[config.mk]
export PLATFORM = sky130hd
export DESIGN_NAME = ddfs_core
export DESIGN_NICKNAME = d
export VERILOG_FILES = /design/src/rtl/ddfs_core.sv
export SDC_FILE = /design/constraint.sdc
export NUM_CORES = 1
export LEC_CHECK = 0
export CAP_MARGIN = 40
export CORE_MARGIN = 8
export CORE_UTILIZATION = 34
export CTS_CLUSTER_SIZE = 10
export DETAILED_ROUTE_END_ITERATION = 6
export SYNTH_ARGS = -nofsm -noshare
export SYNTH_HDL_FRONTEND = slang
export SYNTH_SLANG_ARGS = --single-unit
[constraint.sdc]
create_clock -name clk -period 6.75 [get_ports clk]
set_input_delay 0.675 -clock clk [delete_from_list [all_inputs] [get_ports clk]]
set_output_delay 0.675 -clock clk [all_outputs]
set_load 0.03 [all_outputs]
[src/rtl/ddfs_core.sv]
// Direct digital frequency synthesiser: phase accumulator driving a registered sine ROM,
// followed by a signed Q2.14 envelope multiply with saturation and a square-wave output.
module ddfs_core #(
  parameter int PW         = 30,
  parameter int ADDR_WIDTH = 8,
  parameter int DATA_WIDTH = 16
) (
  input  logic                  clk,
  input  logic                  reset,
  input  logic                  en,
  input  logic                  phase_clr,
  input  logic [PW-1:0]         fccw,
  input  logic [PW-1:0]         focw,
  input  logic [PW-1:0]         pha,
  input  logic [DATA_WIDTH-1:0] env,
  output logic [ADDR_WIDTH-1:0] rom_addr,
  input  logic [DATA_WIDTH-1:0] rom_data,
  output logic [DATA_WIDTH-1:0] pcm_out,
  output logic                  pcm_valid,
  output logic                  pulse_out
);

  localparam int PWIDE = 2 * DATA_WIDTH;
  localparam int FRAC  = DATA_WIDTH - 2;
  localparam logic signed [PWIDE-1:0] SAT_MAX = PWIDE'(2 ** (DATA_WIDTH - 1) - 1);
  localparam logic signed [PWIDE-1:0] SAT_MIN = -SAT_MAX - PWIDE'(1);

  logic [PW-1:0]           phase_reg;
  logic [PW-1:0]           base;
  logic                    v1;
  logic                    v2;
  logic signed [PWIDE-1:0] scaled;
  logic [DATA_WIDTH-1:0]   sat;

  assign base      = phase_clr ? '0 : phase_reg;
  assign pulse_out = phase_reg[PW-1];

  always_ff @(posedge clk) begin
    if (reset) begin
      phase_reg <= '0;
      rom_addr  <= '0;
      v1        <= 1'b0;
    end else if (en) begin
      phase_reg <= base + fccw + focw;
      rom_addr  <= ADDR_WIDTH'((base + pha) >> (PW - ADDR_WIDTH));
      v1        <= 1'b1;
    end else begin
      v1 <= 1'b0;
      if (phase_clr)
        phase_reg <= '0;
    end
  end

  // Full-width signed product; arithmetic shift floors toward minus infinity.
  assign scaled = (PWIDE'($signed(rom_data)) * PWIDE'($signed(env))) >>> FRAC;

  always_comb begin
    sat = scaled[DATA_WIDTH-1:0];
    if (scaled > SAT_MAX)
      sat = SAT_MAX[DATA_WIDTH-1:0];
    else if (scaled < SAT_MIN)
      sat = SAT_MIN[DATA_WIDTH-1:0];
  end

  always_ff @(posedge clk) begin
    if (reset) begin
      v2        <= 1'b0;
      pcm_valid <= 1'b0;
      pcm_out   <= '0;
    end else begin
      v2        <= v1;
      pcm_valid <= v2;
      if (v2)
        pcm_out <= sat;
    end
  end

endmodule

==> flow_metrics.tcl <==
set metrics [dict create \
    status "completed" \
    post-route-cell-area_um2 18480 \
    drc 0 \
    postRouteAntennaNets 0 \
    die_height_um 223.4 \
    max_stage_delay_ns 0.56 \
    worstHoldPathType "flop to flop" \
    critical-path-slowest-cell "fa_2" \
    h_tree_depth 3 \
    crit_path_max_fanout 8 \
    fin_worst_hold_slack_ns 0.4428 \
    clock-sinks 57 \
    layout_setup_ws_ns 0.1204 \
    wire_length_of_the_first_global_routing_pass_um 65380 \
    setup_viol_count_final 0 \
    synth-edff-count 0 \
    synthArstFlopShare_pct 0 \
    coreArea_um2 42790 \
    syn_avg_cell_area_um2 9.087 \
    grt_antenna_before_repair 0 \
    synth.cells.most_frequent "321 x inv_1, 291 x fa_1, 159 x nand2_1" \
    numCtsBuffers 9 \
    slew_violations 0 \
    synth_area_leaders "fa_1 40%, ha_1 12%, inv_1 8.2%, dfxtp_1 7.8%, and2_1 5.3%" \
    yosys_register_bits 57 \
    rows 76 \
    drtIter0Drc 430 \
    largest_register_ff_count 30 \
    number_of_fillers_in_the_final_layout 4163 \
    totalWireLength_um 38410 \
    cts.root.buffer_cell "clkbuf_16" \
    worst_r2r_path_depth 16 \
    r2r_end "phase_reg[27]" \
    slew-limit-headroom_pct 45.83 \
    clock_insertion_delay_worst_skew_ns 0.34 \
    drt_pre_antenna_iters 5 \
    holdCritStartpoint "v1" \
    syn_inst 1610 \
    timing.critical_path.buf_inv 8 \
    multi_input_area_um2 12350 \
    cts_tree "yes" \
    area_growth_syn_to_layout_pct 26.32 \
    synth_top_area_share_pct 39.82 \
    io_pins 152 \
    ys_types 74 \
    setup.worst_path.class "primary input to flop" \
    fin_worst_skew_ns 0.01081 \
    grt_max_degree 65 \
    detail_route.vias_per_cell 4.720 \
    dpl-instance-area_um2 17690 \
    synth_largest_area_cell "fa_1" \
    finalNetCount 2425 \
    min_path_cells 1 \
    syn_area_um2 14630 \
    clock.fmax_ghz 0.1508 \
    port_buffers 151 \
    r2r_start "phase_reg[0]" \
    path_delay_family "adder cells" \
    reg2reg_slack_ns 2.82 \
    critical_path_arrival_ns 6.87 \
    critical_path.endpoint_type "flop" \
    detailedPlacementHpwl_um 33280 \
    yosys_warnings 0 \
    clockBufferDepth 2 \
    report.final.hold_viol_count 0 \
    data_required_time_at_the_worst_endpoint_ns 6.99 \
    most_frequently_used_flop_master_after_synthesis "dfxtp_1" \
    post_cts_hold_buffer_count 0 \
    wire_per_inst_um 15.84 \
    cts.reportedPaths.clkPinSlew_ns 0.05 \
    critPathLaunchType "primary input" \
    finish.utilization_pct 43.19 \
    first_global_vias 12830 \
    post-synth-top-count-cell "inv_1" \
    place_ws_ns -0.5629 \
    synthesis.nets 2162 \
    dieArea_um2 49920 \
    tightest_slew_ns 0.8125 \
    final_min_period_over_clock_period_pct 98.22 \
    regArea_um2 1141 \
    die_w_um 223.4 \
    finalWeightedCongestion 0.8505 \
    drive_gt1_share_pct 14.59 \
    crit_top_cell "fa_1" \
    holdPathEnd "v2" \
    global_route.overflow_total 0 \
    timing.max_cap.violations 0 \
    dr_total_vias 11450 \
    initial_standard_cell_utilization_of_the_core_pct 34.19 \
    synth_seq_area_share_pct 7.800 \
    gr-usage-all-layers_pct 15.94 \
    period_minus_slack_ns 6.630 \
]
-- kinds of logic (layout without fill, tap and decap cells) --
group	count (synthesis)	after routing	share of synthesized area [%]
AOI/OAI and AO/OA	197	197	9.946
xor gates and xnor gates	50	50	2.993
adders and majority gates	426	426	51.36
buffers and inverters	374	642	9.707
DFF	57	57	7.800
muxes	20	20	1.377
other	0	1	0
and+or+nand+nor	486	486	16.81
-- repair_timing --
item | in CTS | in global routing
gates cloned | 3 | 1
resized for setup | 69 | 76
endpoints found under the setup margin | 16 | 16
buffers inserted | 8 | 9
pin swaps | 35 | 39
-- area by class of cell --
type	count	share of cell area, %
Multi-Input combinational cell	1179	66.82
Timing Repair Buffer	305	15.10
Inverter	321	6.520
Sequential cell	57	6.174
Tap cell	546	3.696
Clock buffer	14	1.483
Clock inverter	2	0.1896
Antenna cell	1	0.01354
-- layer usage --
| layer | GRT usage, % | share of wire, % | vias to the layer above |
|---|---|---|---|
| li1 | - | - | 5537 |
| met2 | 27.57 | 49 | 238 |
| met3 | 2.731 | 5.2 | 48 |
| met5 | 0 | 0 | - |
| met1 | 20.40 | 44 | 5622 |
| met4 | 4.057 | 1.9 | 0 |
-- worst max path at each step --
stage / startpoint / to / slack [ns] / depth (start not counted)
6_report: rom_data[6] / pcm_out[0] / 0.12 / 26
5_1_grt: rom_data[6] / pcm_out[11] / -0.10 / 26
4_1_cts: env[4] / pcm_out[11] / -0.002 / 26
3_5_place_dp: rom_data[7] / pcm_out[11] / -0.56 / 24
3_3_place_gp: rom_data[7] / pcm_out[11] / -0.47 / 24
2_1_floorplan: env[1] / pcm_out[4] / 0.21 / 24
-- layout by cell type (no fill, tap or decap), types with 5 or more instances in the layout --
cell type        netlist  layout
a211oi_1              11      10
a211oi_2              14      14
a21o_1                23      23
a21oi_1               46      40
a21oi_2                3       7
a31oi_1                7       7
and2_1               123     119
and3_1                 6       5
buf_12                 0       7
buf_4                  0     126
buf_6                  2      18
clkbuf_16              0      10
clkbuf_2               0      12
clkdlybuf4s50_1        0     118
dfxtp_1               57      57
dlygate4sd2_1          0      11
dlymetal6s2s_1         0       7
fa_1                 291     281
fa_2                   0      10
ha_1                 135     125
ha_4                   0       8
inv_1                321     310
inv_2                  0      11
mux2i_1               19      19
nand2_1              159     152
nand2_2                0       7
nand2b_1              23      23
nand3_1               15      13
nand3b_1               5       5
nand4_1                5       5
nor2_1                83      81
nor2b_1               38      38
nor3_1                 7       7
o21a_1                 9       9
o21ai_0               32      31
o21bai_1               5       5
or3_1                  6       6
xnor2_1               41      40
xor2_1                 9       9
-- stage by stage --
step	setup TNS, ns	instances
final	0	2425
after global routing	-1.015	2424
after CTS	-0.002359	2414
after detailed placement	-7.864	2387
after global placement	-6.694	2387
after floorplan	0	1610
-- worst register-to-register path, stage by stage, from the launching register on --
cell and delay [ns]:
dfxtp_1 0.37, nand2b_1 0.11, fa_1 0.37, inv_1 0.15, ha_1 0.19, inv_1 0.06, fa_1 0.45, nor2b_1 0.12
o21ai_0 0.12, a21boi_1 0.34, o21ai_1 0.18, a31oi_1 0.27, a41o_1 0.27, and4_4 0.27, o21ai_4 0.10, a21o_1 0.18
a2111oi_2 0.28
Power is not shown: default switching activity piles up to over one toggle a cycle in this logic, so the estimate is an artifact.
